==> config.mk <==
export PLATFORM = sky130hd
export DESIGN_NAME = seq_divider_16bits_flat
export DESIGN_NICKNAME = d
export VERILOG_FILES = /design/src/rtl/seq_divider_16bits_if.sv /design/src/rtl/seq_divider_16bits.sv /design/src/flat_wrapper.sv
export SDC_FILE = /design/constraint.sdc
export NUM_CORES = 1
export LEC_CHECK = 0
export ABC_AREA = 1
export CAP_MARGIN = 20
export CELL_PAD_IN_SITES_DETAIL_PLACEMENT = 1
export CELL_PAD_IN_SITES_GLOBAL_PLACEMENT = 1
export CORE_ASPECT_RATIO = 1.1
export CORE_MARGIN = 3
export CORE_UTILIZATION = 41
export CTS_CLUSTER_DIAMETER = 60
export DETAILED_ROUTE_END_ITERATION = 7
export PLACE_DENSITY_LB_ADDON = 0.1
export SLEW_MARGIN = 10
export SYNTH_ARGS = -nofsm -noshare
export SYNTH_HDL_FRONTEND = slang
export SYNTH_SLANG_ARGS = --single-unit
==> constraint.sdc <==
create_clock -name clk -period 4.3 [get_ports clk]
set_clock_uncertainty 0.15 [all_clocks]
set_input_delay 0.645 -clock clk [delete_from_list [all_inputs] [get_ports clk]]
set_output_delay 0.645 -clock clk [all_outputs]
set_load 0.05 [all_outputs]
==> src/rtl/seq_divider_16bits_if.sv <==
// Handshake bundle for the sequential divider: an operand channel and a result channel.
// The master modport is the side that supplies operands and takes results.
interface seq_divider_16bits_if #(
  parameter int DW = 16
);
  logic            in_valid;
  logic            in_ready;
  logic [2*DW-1:0] dividend;
  logic [DW-1:0]   divisor;
  logic            out_valid;
  logic            out_ready;
  logic [DW-1:0]   quotient;
  logic [DW-1:0]   remainder;
  logic            div_by_zero;
  logic            overflow;

  modport master (
    output in_valid, dividend, divisor, out_ready,
    input  in_ready, out_valid, quotient, remainder, div_by_zero, overflow
  );

  modport slave (
    input  in_valid, dividend, divisor, out_ready,
    output in_ready, out_valid, quotient, remainder, div_by_zero, overflow
  );
endinterface

==> src/rtl/seq_divider_16bits.sv <==
// Iterative restoring divider: 2*DW-bit dividend / DW-bit divisor, one quotient bit per clock.
// Optional SEQ_DIV_ZERO_SKIP_EN: a zero dividend finishes at the accept edge instead of iterating.
module seq_divider_16bits #(
  parameter int DW = 16
) (
  input  logic                clk,
  input  logic                rst,
  seq_divider_16bits_if.slave bus
);

  localparam int CW = $clog2(DW);

  typedef enum logic [1:0] {IDLE, CALC, DONE} state_t;

  // Classification of an operand pair at the accept edge.
  typedef enum logic [1:0] {ACC_CALC, ACC_DBZ, ACC_OVF, ACC_ZERO} acc_t;

  state_t          state, state_d;
  acc_t            acc_kind;

  logic [DW:0]     r_q;
  logic [DW-1:0]   q_q;
  logic [DW-1:0]   d_q;
  logic [CW-1:0]   cnt_q;
  logic [DW-1:0]   quo_q;
  logic [DW-1:0]   rem_q;
  logic            dbz_q;
  logic            ovf_q;

  logic [DW-1:0]   div_hi;
  logic [DW-1:0]   div_lo;
  logic            accept;
  logic [DW:0]     t;
  logic [DW:0]     d_ext;
  logic            t_ge_d;
  logic [DW:0]     r_step;
  logic [DW-1:0]   q_step;
  logic            last_step;

  // R < divisor always holds, so the top bit of R is structurally zero.
  logic            unused_r_msb;
  assign unused_r_msb = r_q[DW];

  assign div_hi = bus.dividend[2*DW-1:DW];
  assign div_lo = bus.dividend[DW-1:0];
  assign accept = (state == IDLE) && bus.in_valid;

  // Operand classification; a zero divisor outranks everything else.
  always_comb begin
    // NOTE: every always_comb output gets a default first so no path can infer a latch.
    acc_kind = ACC_CALC;
    if (bus.divisor == '0)
      acc_kind = ACC_DBZ;
    else if (div_hi >= bus.divisor)
      acc_kind = ACC_OVF;
`ifdef SEQ_DIV_ZERO_SKIP_EN
    else if (bus.dividend == '0)
      acc_kind = ACC_ZERO;
`else
    else
      acc_kind = ACC_CALC;
`endif
  end

  // One restoring step: shift in the next dividend bit, subtract if it fits.
  always_comb begin
    t         = {r_q[DW-1:0], q_q[DW-1]};
    d_ext     = {1'b0, d_q};
    t_ge_d    = (t >= d_ext);
    r_step    = t_ge_d ? (t - d_ext) : t;
    q_step    = {q_q[DW-2:0], t_ge_d};
    last_step = (cnt_q == CW'(DW - 1));
  end

  always_ff @(posedge clk) begin
    // NOTE: clocked state uses non-blocking assignments so every register samples pre-edge values.
    if (rst) state <= IDLE;
    else     state <= state_d;
  end

  always_comb begin
    state_d = state;
    unique case (state)
      IDLE:    if (accept) state_d = (acc_kind == ACC_CALC) ? CALC : DONE;
      CALC:    if (last_step) state_d = DONE;
      DONE:    if (bus.out_ready) state_d = IDLE;
      default: state_d = IDLE;
    endcase
  end

  assign bus.in_ready    = (state == IDLE);
  assign bus.out_valid   = (state == DONE);
  assign bus.quotient    = quo_q;
  assign bus.remainder   = rem_q;
  assign bus.div_by_zero = dbz_q;
  assign bus.overflow    = ovf_q;

  // Datapath; result registers change only when a new result is written.
  always_ff @(posedge clk) begin
    if (rst) begin
      r_q   <= '0;
      q_q   <= '0;
      d_q   <= '0;
      cnt_q <= '0;
      quo_q <= '0;
      rem_q <= '0;
      dbz_q <= 1'b0;
      ovf_q <= 1'b0;
    end else begin
      unique case (state)
        IDLE: begin
          if (accept) begin
            unique case (acc_kind)
              ACC_DBZ: begin
                dbz_q <= 1'b1;
                ovf_q <= 1'b0;
                quo_q <= '1;
                rem_q <= div_lo;
              end
              ACC_OVF: begin
                dbz_q <= 1'b0;
                ovf_q <= 1'b1;
                quo_q <= '1;
                rem_q <= div_lo;
              end
              ACC_ZERO: begin
                dbz_q <= 1'b0;
                ovf_q <= 1'b0;
                quo_q <= '0;
                rem_q <= '0;
              end
              default: begin
                r_q   <= {1'b0, div_hi};
                q_q   <= div_lo;
                d_q   <= bus.divisor;
                cnt_q <= '0;
                dbz_q <= 1'b0;
                ovf_q <= 1'b0;
              end
            endcase
          end
        end
        CALC: begin
          r_q   <= r_step;
          q_q   <= q_step;
          cnt_q <= cnt_q + 1'b1;
          if (last_step) begin
            quo_q <= q_step;
            rem_q <= r_step[DW-1:0];
          end
        end
        default: ;
      endcase
    end
  end

endmodule

==> src/flat_wrapper.sv <==
// flat-port wrapper written by rule: the top's interface ports become plain ports
module seq_divider_16bits_flat 
#(
  parameter int DW = 16
)
  (clk, rst, bus_in_valid, bus_dividend, bus_divisor, bus_out_ready, bus_in_ready, bus_out_valid, bus_quotient, bus_remainder, bus_div_by_zero, bus_overflow);
  seq_divider_16bits_if #(.DW(DW)) bus_i ();
  input  logic clk;
  input  logic rst;
  input wire logic [$bits(bus_i.in_valid)-1:0] bus_in_valid;
  input wire logic [$bits(bus_i.dividend)-1:0] bus_dividend;
  input wire logic [$bits(bus_i.divisor)-1:0] bus_divisor;
  input wire logic [$bits(bus_i.out_ready)-1:0] bus_out_ready;
  output wire logic [$bits(bus_i.in_ready)-1:0] bus_in_ready;
  output wire logic [$bits(bus_i.out_valid)-1:0] bus_out_valid;
  output wire logic [$bits(bus_i.quotient)-1:0] bus_quotient;
  output wire logic [$bits(bus_i.remainder)-1:0] bus_remainder;
  output wire logic [$bits(bus_i.div_by_zero)-1:0] bus_div_by_zero;
  output wire logic [$bits(bus_i.overflow)-1:0] bus_overflow;
  assign bus_i.in_valid = bus_in_valid;
  assign bus_i.dividend = bus_dividend;
  assign bus_i.divisor = bus_divisor;
  assign bus_i.out_ready = bus_out_ready;
  assign bus_in_ready = bus_i.in_ready;
  assign bus_out_valid = bus_i.out_valid;
  assign bus_quotient = bus_i.quotient;
  assign bus_remainder = bus_i.remainder;
  assign bus_div_by_zero = bus_i.div_by_zero;
  assign bus_overflow = bus_i.overflow;
  seq_divider_16bits #(.DW(DW)) u_core (.clk(clk), .rst(rst), .bus(bus_i));
endmodule
; Word-level counts from Yosys, hierarchy flattened
; Cells that the tools add are included.
[word_totals]
register_bits = 88
in_bits = 52
wordCells = 64
[classes]
n_addsub = 2
n_lt_le_gt_ge = 2
n_eq_ne = 11
muxes = 27
n_bitwise = 1
n_reduce_logical = 12
[ops]
columns = cell, count
row1 = case mux 16 bit (2 select lines), 6
row2 = two-way mux 16 bit, 9
row3 = greater-or-equal comparator 17 x 16 -> 1 bit, 1
row4 = greater-or-equal comparator 16 bit, 1
row5 = logical NOT 16 bit, 1
row6 = subtractor 16 bit, 1
row7 = two-way mux 2 bit, 6
row8 = AND reduction 3 bit, 3
row9 = two-way mux 4 bit, 2
row10 = case mux 4 bit (2 select lines), 1
row11 = "equality test 2 bit, second input constant", 3
row12 = case mux 2 bit (3 select lines), 1
row13 = "adder 4 x 1 -> 4 bit, second input constant", 1
row14 = "equality test 2 x 1 -> 1 bit, second input constant", 2
row15 = "equality test 4 bit, second input constant", 1
row16 = logical NOT 2 bit, 2
row17 = "!= test 2 x 1 -> 1 bit, second input constant", 2
row18 = "!= test 2 bit, second input constant", 2
row19 = AND reduction 4 bit, 1
row20 = "!= test 3 x 2 -> 1 bit, second input constant", 1
row21 = OR reduction 3 bit, 1
row22 = two-way mux 1 bit, 2
row23 = AND reduction 2 bit, 1
row24 = nonzero test 2 bit, 1
row25 = other kinds (3), 3

; Depth between registers and ports, before layout
; Gate-level depths: netlist (run 1).
[depth]
depth_word = 8
ltp_mapped = 17
mapped_depth_nobuf = 16

; Worst setup path after synthesis (run 1)
; Ideal clock, no wire load.
[synth_timing]
path_type = input -> register
startpoint = input port bus_divisor[11]
endpoint = register u_core.q_q[13]
arrival_time_ps = 2110
t_required_ps = 4037
slack_ps = 1927
cell_stages = 14
n_path_buf = 1
cell_sequence = inv_1 -> ha_1 -> nand2_1 -> inv_2 -> nand3_1 -> nor3_2 -> nand2_2 -> nand4_2 -> nor2_1 -> nor2_4 -> buf_4 -> nand2_1 -> nand2_1 -> nor2_1
[synth_between]
elab_chain_len = 7
elab_cells_between_ends = 10
[synth_lines]
columns = element, line
row1 = "start, declared", flat_wrapper.sv:12  ; input wire logic [$bits(bus_i.divisor)-1:0] bus_divisor;
row2 = greater-or-equal comparator 16 bit, seq_divider_16bits.sv:54  ; else if (div_hi >= bus.divisor)
row3 = two-way mux 2 bit, seq_divider_16bits.sv:54
row4 = two-way mux 2 bit (*), seq_divider_16bits.sv:52  ; if (bus.divisor == '0)
row5 = equality test 2 bit / equality test 2 x 1 -> 1 bit (equally long branches), seq_divider_16bits.sv:113  ; unique case (acc_kind)
row6 = OR reduction 3 bit (no source line) (*), --
row7 = != test 2 bit (no source line) (*), --
row8 = AND reduction 3 bit (no source line) (*), --
row9 = "end signal, assigned", seq_divider_16bits.sv:134  ; q_q <= div_lo;
row10 = "end signal, assigned", seq_divider_16bits.sv:145  ; q_q <= q_step;
row11 = "end, declared", seq_divider_16bits.sv:22  ; logic [DW-1:0] q_q;
; Mark *: on every way between the ends. The rest lies on a longest branch, timed or not.
; A chain may end at the register's enable or synchronous reset.

; Worst setup path after layout (run 1)
[layout_timing]
startpoint = input port bus_divisor[11]
endpoint = register u_core.rem_q[7] (netlist: u_core.bus.remainder[7])
[layout_between]
elab_chain_len = 8
elab_cells_between_ends = 13
[layout_lines]
columns = element, line
row1 = greater-or-equal comparator 16 bit, seq_divider_16bits.sv:54
row2 = two-way mux 2 bit, seq_divider_16bits.sv:54
row3 = two-way mux 2 bit (*), seq_divider_16bits.sv:52
row4 = equality test 2 x 1 -> 1 bit / equality test 2 bit (equally long branches), seq_divider_16bits.sv:113
row5 = OR reduction 2 bit (no source line), --
row6 = case mux 16 bit (2 select lines), seq_divider_16bits.sv:113
row7 = two-way mux 16 bit, seq_divider_16bits.sv:112  ; if (accept) begin
row8 = case mux 16 bit (2 select lines), seq_divider_16bits.sv:110  ; unique case (state)
row9 = "end signal, assigned", seq_divider_16bits.sv:118  ; rem_q <= div_lo;
row10 = "end signal, assigned", seq_divider_16bits.sv:124  ; rem_q <= div_lo;
row11 = "end signal, assigned", seq_divider_16bits.sv:149  ; rem_q <= r_step[DW-1:0];
row12 = "end, declared", seq_divider_16bits.sv:26  ; logic [DW-1:0] rem_q;
; Mark *: on every way between the ends. The rest lies on a longest branch, timed or not. The select of a mux whose other input is x is not followed.

==> results of run 1 <==
-- flip-flops by register name, summed over array words and instances, names as in the netlist --
register,flops
u_core.bus.quotient,16
u_core.bus.remainder,16
u_core.d_q,16
u_core.q_q,16
u_core.r_q,16
u_core.cnt_q,4
u_core.state,2
u_core.bus.div_by_zero,1
u_core.bus.overflow,1
-- path summary, 6_finish.rpt --
check | startpoint | endpoint | slack, ns | cells after the start
setup / recovery | bus_divisor[11] | u_core.bus.remainder[7] | 1.28 | 11
hold / removal | u_core.d_q[6] | u_core.d_q[6] | 0.31 | 2
setup reg to reg | u_core.d_q[11] | u_core.bus.remainder[5] | 1.54 | 15
hold reg to reg | u_core.d_q[6] | u_core.d_q[6] | 0.31 | 2
-- routing by layer --
metal / track usage / routed length, um
met1: 0.341 / 9270
met2: 0.428 / 9020
met3: 0.0251 / 698
met4: 0.0886 / 445
met5: 0 / 0
-- synth_stat cells (2+ instances only) --
library cell / count / area (sq um)
a21oi_1: 40 / 200
a21oi_2: 3 / 26.3
buf_1: 6 / 22.5
buf_2: 9 / 45.0
buf_4: 6 / 45.0
clkbuf_1: 11 / 41.3
dfxtp_1: 88 / 1760
ha_1: 33 / 413
inv_1: 132 / 495
inv_2: 4 / 15.0
nand2_1: 271 / 1020
nand2_2: 3 / 18.8
nand3_1: 78 / 390
nand4_1: 16 / 100
nand4_2: 2 / 25.0
nor2_1: 152 / 571
nor2_2: 2 / 12.5
nor2_4: 5 / 56.3
nor3_1: 3 / 15.0
nor3_2: 2 / 20.0
o21ai_0: 30 / 150
o21bai_1: 2 / 15.0
o31ai_1: 15 / 113
or2_2: 3 / 18.8
xnor2_1: 2 / 17.5
xor2_1: 2 / 17.5
-- area by class of cell --
| cell class | instances | area, sq um |
|---|---|---|
| fillers | 1885 | 6370 |
| multi-input cells | 674 | 3310 |
| well taps | 184 | 230 |
| inverters | 136 | 510 |
| repair buffers | 95 | 931 |
| clock buffers | 9 | 225 |
| flip-flops and latches | 88 | 1760 |
| clock inverters | 6 | 92.6 |
-- logic make-up after synthesis --
family,after synthesis,share of synthesized area
xor+xnor,4,0.00610
fa+ha+maj,34,0.0753
compound gates,92,0.0923
simple gates,544,0.402
flops,88,0.306
buf+inv,169,0.118
-- power by group --
part / switching, mW / internal (mW) / leakage [nW]
logic: 2.07 / 0.939 / 2.64
registers: 0.155 / 1.05 / 0.726
clock network: 0.349 / 0.510 / 0.149
-- worst reg2reg max path, delay by kind of cell (launching register included) --
family                   cells  cell delay (ns)
adder cells (fa/ha/maj)      1             0.38
buffers and inverters        2             0.14
flip-flops                   1             0.31
AND/OR/NAND/NOR             12             1.75
-- through the flow --
step / cells / hold slack, ns / setup slack, ns / cell area, sq um
after floorplan: 931 / 0.278 / 1.93 / 5750
after global placement: 1177 / 0.299 / 1.02 / 6740
after detailed placement: 1177 / 0.311 / 0.944 / 6740
after CTS: 1192 / 0.321 / 1.29 / 7060
after global routing: 1192 / 0.346 / 1.05 / 7060
final: 1192 / 0.315 / 1.28 / 7060
==> impl_metrics.py, run 1 <==
metrics = {
    "run": {
        "maxCapViolations": 0,
    },
    "timing": {
        "max-slew-margin-rel": 0.475,
        "hold_violations": 0,
        "worst_pin_slew_ns": 0.785,
        "fin_crit_ns": 3.02,
        "drv_slew": 0,
        "grt_setup_unrepaired": "false",
        "min_period_over_period": 0.702,
        "max_freq_ghz": 0.331,
        "setup_tns_ns": 0,
        "finalSetupViolCount": 0,
    },
    "worst_setup_path": {
        "critPathKind": "in2reg",
        "cpMostUsedCell": "nand2_1",
        "worstPathMaxFanout": 32,
        "cp_top_family": "compound AO/OA/AOI/OAI gates",
        "cpMaxStageDelayCell": "o21bai_4",
        "required_ns": 4.39,
        "critPathBufInv": 2,
        "cpPeakStageDelay_ns": 0.65,
        "critical_path.cell_chain": "clkdlybuf4s50_1 > inv_1 > ha_1 > a21oi_1 > nand2_1 > a21oi_1 > nand4_2 > o21bai_4 > nand2_1 > nand2_1 > nor2_1",
        "critPathCaptureType": "flop",
        "cp.arrival_ns": 3.11,
        "start_kind": "input pin",
    },
    "floorplanning": {
        "num_rows": 44,
        "die-area_sq_um": 15500,
        "ioPinCount": 88,
        "fp.dieW_um": 119,
        "start_util": 0.428,
        "core_sq_um": 13400,
        "die_h_um": 130,
    },
    "cells_and_area": {
        "final_util": 0.526,
        "nets": 1090,
        "final_cell_mix": "nand2_1, nor2_1, inv_1",
        "layout_commonest_cell": "nand2_1",
        "antenna_cells": 0,
        "syn_to_final_growth_pct": 22.9,
        "drive_gt1_frac": 0.0516,
    },
    "detailed_routing": {
        "avgRoutedWirePerCell_um": 16.3,
        "vias_per_cell": 5.07,
        "dr.pass1.iters": 4,
        "dr.first_iter.drc_count": 351,
        "remaining_drc_errors": 0,
        "drt_wl_total_mm": 19.4,
        "num_vias": 6047,
        "ant_nets": 0,
    },
    "logic_synthesis": {
        "syn_area_per_cell_sq_um": 6.17,
        "synth_edf_count": 0,
        "synthArstFlopShare": 0,
        "postSynthNetCount": 1017,
        "ys_warn_count": 0,
        "syn_inst": 931,
        "synth_cell_type_count": 37,
        "synth_flop_cell": "dfxtp_1",
        "ys_ff_latch": 88,
        "yosysSeqAreaShare": 0.306,
        "syn_area_sq_um": 5750,
    },
    "place": {
        "gp_congestion": 0.885,
        "dp_hpwl_mm": 15.0,
        "portBuffers": 87,
    },
    "grt": {
        "grt_max_degree": 45,
        "grtUsageTotal": 0.254,
        "grt_antenna_before_repair": 0,
        "grt-ovfl-total": 0,
        "grt_pass1_wl_mm": 31.2,
        "grt_pass1_vias": 5994,
    },
    "cts": {
        "clock-root-buffer": "clkbuf_16",
        "ctsHoldBuffers": 0,
        "insertion_delay_ns": 0.35,
        "clockBufferDepth": 2,
        "cts_htree_levels": 3,
        "cts_setup_buffers": 0,
        "post_cts_resized": 0,
        "cts_buffers": 9,
        "cts_tree": "built",
        "clk_pin_slew_ns": 0.06,
        "clock-sinks": 88,
    },
    "pwr": {
        "p_leak_nw": 3.52,
        "ir_worst_vdd_mv": 0.287,
        "finalPower_mw": 5.07,
        "power_density_nw_per_um2": 718,
    },
    "outcome": {
        "status": "finished, final reports clean",
    },
    "hold_path": {
        "hold_class": "reg2reg",
    },
}
Note: power is estimated with default switching activity, not from simulation.
==> inputs of run 2 (changes only) <==
--- a/config.mk
+++ b/config.mk
@@ -11,7 +11,7 @@
 export CELL_PAD_IN_SITES_GLOBAL_PLACEMENT = 1
 export CORE_ASPECT_RATIO = 1.1
 export CORE_MARGIN = 3
-export CORE_UTILIZATION = 41
+export CORE_UTILIZATION = 38
 export CTS_CLUSTER_DIAMETER = 60
 export DETAILED_ROUTE_END_ITERATION = 7
 export PLACE_DENSITY_LB_ADDON = 0.1
==> constraint.sdc (replaced) <==
create_clock -name clk -period 2.93 [get_ports clk]
set_clock_uncertainty 0.15 [all_clocks]
set_input_delay 0.4395 -clock clk [delete_from_list [all_inputs] [get_ports clk]]
set_output_delay 0.4395 -clock clk [all_outputs]
set_load 0.05 [all_outputs]
==> impl_metrics.py, run 2 (same netlist as run 1, synthesis figures left out) <==
metrics = {
    "timing": {
        "drv_slew": 0,
        "setup_tns_ns": 0,
        "finalSetupViolCount": 0,
        "grt_setup_unrepaired": "false",
        "hold_ws_ns": 0.314,
        "hold_violations": 0,
        "finalWorstSetupSlack_ns": 0.201,
        "max-slew-margin-rel": 0.575,
        "max_freq_ghz": 0.366,
        "min_period_over_period": 0.931,
        "fin_crit_ns": 2.73,
        "worst_pin_slew_ns": 0.637,
    },
    "hold_path": {
        "hold_class": "reg2reg",
    },
    "cts": {
        "clk_pin_slew_ns": 0.06,
        "clock-root-buffer": "clkbuf_16",
        "cts_tree": "built",
        "cts_buffers": 9,
        "clock-sinks": 88,
        "ctsHoldBuffers": 0,
        "insertion_delay_ns": 0.35,
        "clockBufferDepth": 2,
        "cts_htree_levels": 3,
    },
    "place": {
        "gp_congestion": 0.899,
        "dp_slack_ns": -0.468,
        "dp.cells": 1219,
        "postPlaceCellArea_sq_um": 7080,
        "dp_hpwl_mm": 15.7,
        "portBuffers": 87,
    },
    "detailed_routing": {
        "remaining_drc_errors": 0,
        "dr.pass1.iters": 4,
        "vias_per_cell": 5.09,
        "num_vias": 6291,
        "ant_nets": 0,
        "avgRoutedWirePerCell_um": 16.7,
        "dr.first_iter.drc_count": 306,
        "drt_wl_total_mm": 20.6,
    },
    "outcome": {
        "status": "finished, final reports clean",
    },
    "worst_setup_path": {
        "required_ns": 3.02,
        "start_kind": "input pin",
        "worstPathMaxFanout": 11,
        "cp.arrival_ns": 2.82,
        "critPathCaptureType": "flop",
        "critPathKind": "in2reg",
    },
    "pwr": {
        "finalPower_mw": 7.74,
        "p_leak_nw": 3.74,
        "power_density_nw_per_um2": 1040,
        "ir_worst_vdd_mv": 0.483,
    },
    "cells_and_area": {
        "final_util": 0.510,
        "syn_to_final_growth_pct": 29.8,
        "layout_commonest_cell": "nand2_1",
        "nets": 1126,
        "final_cell_count_no_fill": 1236,
        "drive_gt1_frac": 0.0862,
        "antenna_cells": 0,
        "final_cell_mix": "nand2_1, nor2_1, inv_1",
        "finalInstanceArea_sq_um": 7460,
    },
    "floorplanning": {
        "start_util": 0.393,
        "num_rows": 46,
        "die_h_um": 135,
        "fp.dieW_um": 123,
        "ioPinCount": 88,
        "core_sq_um": 14600,
        "die-area_sq_um": 16600,
    },
    "run": {
        "maxCapViolations": 0,
    },
    "grt": {
        "grt_pass1_vias": 6349,
        "grt_pass1_wl_mm": 32.5,
        "grtUsageTotal": 0.251,
        "grt-ovfl-total": 0,
        "grt_antenna_before_repair": 0,
        "grt_max_degree": 39,
    },
}
## run 2: area by class of cell
type                       count  area (sq um)
fill                        2022          7160
multi-input combinational    676          3350
clock inverter                 6           115
timing repair buffer         129          1260
sequential                    88          1760
clock buffer                   9           225
tap                          192           240
inverter                     136           510
## run 2: what timing repair did
action                     CTS  global route
resized for setup            1             4
pin swaps                    1             2
setup endpoints to repair   22            28
cloned                       1             1
setup buffers                0             0
## run 2: final timing paths
check                       start              to  slack [ns]  depth (start not counted)
setup / recovery  bus_divisor[11]   u_core.r_q[5]        0.20                         14
hold / removal      u_core.d_q[6]   u_core.d_q[6]        0.31                          2
setup reg to reg    u_core.d_q[7]  u_core.r_q[14]        0.26                         15
hold reg to reg     u_core.d_q[6]   u_core.d_q[6]        0.31                          2
## run 2: power by group
part	total [mW]	switching, mW	leakage, nW	internal [mW]
clock	1.35	0.516	0.163	0.835
combinational	4.62	3.11	2.85	1.50
sequential	1.77	0.228	0.726	1.55
## run 2: layer usage
layer,GRT usage,part of all wire,vias to the layer above,routed length (um)
met4,0.0923,0.029,0,597
met5,0,0,-,0
met1,0.329,0.46,2978,9520
met2,0.426,0.48,142,9810
li1,-,-,3138,-
met3,0.0235,0.032,33,654
## run 2: critical path, stage by stage
cell,delay [ns]
clkdlybuf4s50_1,0.47
inv_1,0.06
ha_1,0.30
nand2_1,0.07
inv_2,0.05
nand3_1,0.10
nor3_4,0.20
nand2_2,0.13
nand4_2,0.13
nor2_2,0.10
nor2_2,0.51
nand2_1,0.10
nand2_1,0.10
nor2_1,0.04
==> inputs of run 3 (changes only) <==
--- a/config.mk
+++ b/config.mk
@@ -6,7 +6,7 @@
 export NUM_CORES = 1
 export LEC_CHECK = 0
 export ABC_AREA = 1
-export CAP_MARGIN = 20
+export CAP_MARGIN = 0
 export CELL_PAD_IN_SITES_DETAIL_PLACEMENT = 1
 export CELL_PAD_IN_SITES_GLOBAL_PLACEMENT = 1
 export CORE_ASPECT_RATIO = 1.1
==> constraint.sdc (replaced) <==
create_clock -name clk -period 2.93 [get_ports clk]
set_clock_uncertainty 0.15 [all_clocks]
set_input_delay 0.586 -clock clk [delete_from_list [all_inputs] [get_ports clk]]
set_output_delay 0.586 -clock clk [all_outputs]
set_load 0.05 [all_outputs]
==> impl_metrics.py, run 3 (same netlist as run 1, synthesis figures left out) <==
metrics = {
    "detailed_routing": {
        "vias_per_cell": 5.04,
        "dr.first_iter.drc_count": 308,
        "avgRoutedWirePerCell_um": 16.2,
        "drt_wl_total_mm": 20.1,
        "num_vias": 6241,
        "dr.pass1.iters": 5,
        "remaining_drc_errors": 0,
        "ant_nets": 0,
    },
    "timing": {
        "max-slew-margin-rel": 0.605,
        "hold_violations": 0,
        "fin_crit_ns": 2.81,
        "drv_slew": 0,
        "grt_setup_unrepaired": "true",
        "worst_pin_slew_ns": 0.592,
        "finalSetupViolCount": 0,
        "max_freq_ghz": 0.356,
        "setup_tns_ns": 0,
        "finalWorstSetupSlack_ns": 0.124,
        "min_period_over_period": 0.958,
    },
    "hold_path": {
        "worstHoldPathCells": 2,
        "hold_class": "reg2reg",
        "hold_start": "u_core.d_q[5]",
        "min_to": "u_core.d_q[5]",
    },
    "cts": {
        "clk_pin_slew_ns": 0.07,
        "cts_buffers": 9,
        "clock-root-buffer": "clkbuf_16",
        "cts_htree_levels": 3,
        "clockBufferDepth": 2,
        "clock-sinks": 88,
        "cts_tree": "built",
        "insertion_delay_ns": 0.35,
    },
    "place": {
        "dp_hpwl_mm": 15.2,
        "portBuffers": 87,
        "dp_slack_ns": -0.586,
        "gp_congestion": 0.885,
    },
    "grt": {
        "grt_pass1_vias": 6425,
        "grt_pass1_wl_mm": 32.1,
        "use_met1": 0.324,
        "grt_use_met3": 0.0323,
        "grt_max_degree": 71,
        "busiest_layer": "met2",
        "grt-ovfl-total": 0,
        "grt_antenna_before_repair": 0,
        "grtUsageTotal": 0.245,
        "use_met2": 0.418,
    },
    "worst_setup_path": {
        "cp.arrival_ns": 2.89,
        "critPathCaptureType": "flop",
        "critPathKind": "in2reg",
        "start_kind": "input pin",
        "r2r_setup_slack_ns": 0.22,
        "r2r-start": "u_core.r_q[7]",
        "worstRegToRegCells": 14,
        "worstPathMaxFanout": 32,
        "r2r_end": "u_core.bus.remainder[5]",
        "required_ns": 3.02,
    },
    "floorplanning": {
        "die_h_um": 135,
        "die-area_sq_um": 16600,
        "ioPinCount": 88,
        "core_sq_um": 14600,
        "start_util": 0.393,
        "num_rows": 46,
        "fp.dieW_um": 123,
    },
    "pwr": {
        "ir_worst_vdd_mv": 0.446,
        "power_density_nw_per_um2": 1020,
        "p_leak_nw": 3.73,
    },
    "cells_and_area": {
        "nets": 1128,
        "seq_area_sq_um": 1760,
        "multi_input_area_sq_um": 3370,
        "final_util": 0.510,
        "fill_cells": 1993,
        "antenna_cells": 0,
        "final_cell_mix": "nand2_1, nor2_1, inv_1",
        "syn_to_final_growth_pct": 29.8,
        "drive_gt1_frac": 0.0898,
        "layout_commonest_cell": "nand2_1",
    },
    "run": {
        "maxCapViolations": 0,
    },
    "outcome": {
        "status": "finished, final reports clean",
    },
}
-- run 3: changes by cell type in the layout (fill, tap and decap cells not counted) --
cell | before | now
a21oi_1 | 40 | 39
buf_12 | 6 | 7
nor3_2 | 1 | 2
inv_6 | 2 | 3
a21oi_2 | 3 | 4
nor2_4 | 6 | 9
bufinv_16 | 3 | 1
nor2_2 | 4 | 2
clkinvlp_4 | 1 | 2
clkinv_2 | 0 | 1
nor3_4 | 1 | 0
-- run 3: power by group --
group	switching, mW	internal, mW	total, mW
logic	3.14	1.52	4.66
clock network	0.520	0.668	1.19
registers	0.218	1.55	1.76
total	3.87	3.73	7.61
-- run 3: layout make-up --
type	instances	area share
clock buffer	9	0.0302
clock inverter	7	0.0102
inverter	136	0.0684
multi-input combinational	677	0.451
sequential	88	0.236
tap	192	0.0322
timing repair buffer	130	0.172
-- run 3: worst max path at each step --
stage	end	from	slack, ns	depth (start not counted)
5_1_grt	u_core.bus.quotient[0]	bus_divisor[11]	-0.03	14
3_5_place_dp	u_core.q_q[3]	bus_divisor[11]	-0.59	14
4_1_cts	u_core.q_q[10]	bus_divisor[11]	0.02	14
6_report	u_core.d_q[2]	bus_divisor[5]	0.12	13
3_3_place_gp	u_core.r_q[14]	bus_divisor[11]	-0.50	14
2_1_floorplan	u_core.q_q[13]	bus_divisor[11]	0.62	14
-- run 3: metal layers --
metal / wire length (um) / share of wire
met2: 9580 / 0.48
met3: 859 / 0.043
met4: 397 / 0.020
met5: 0 / 0
met1: 9230 / 0.46
-- run 3: through the flow --
step / power, mW / instances / hold WS [ns] / area (sq um)
3_3_place_gp: 6.19 / 1217 / 0.299 / 7040
4_1_cts: 7.53 / 1234 / 0.318 / 7360
3_5_place_dp: 6.29 / 1217 / 0.306 / 7040
6_report: 7.61 / 1239 / 0.317 / 7460
5_1_grt: 8.21 / 1239 / 0.341 / 7460
2_1_floorplan: 4.92 / 931 / 0.278 / 5750
-- run 3: what timing repair did --
action,CTS,global route
buffers inserted,0,3
hold buffers,0,0
gates cloned,1,2
resized for setup,2,6
endpoints found under the setup margin,23,35
pin swaps,1,2
-- run 3: worst max-delay path, stage by stage --
cell,delay [ns]
clkdlybuf4s50_1,0.51
inv_1,0.07
ha_1,0.31
a21oi_1,0.16
nor2_1,0.06
nor2_1,0.08
nand2_1,0.08
buf_4,0.14
a21oi_2,0.23
nand3_2,0.15
buf_12,0.19
o21ai_0,0.25
a21oi_1,0.07
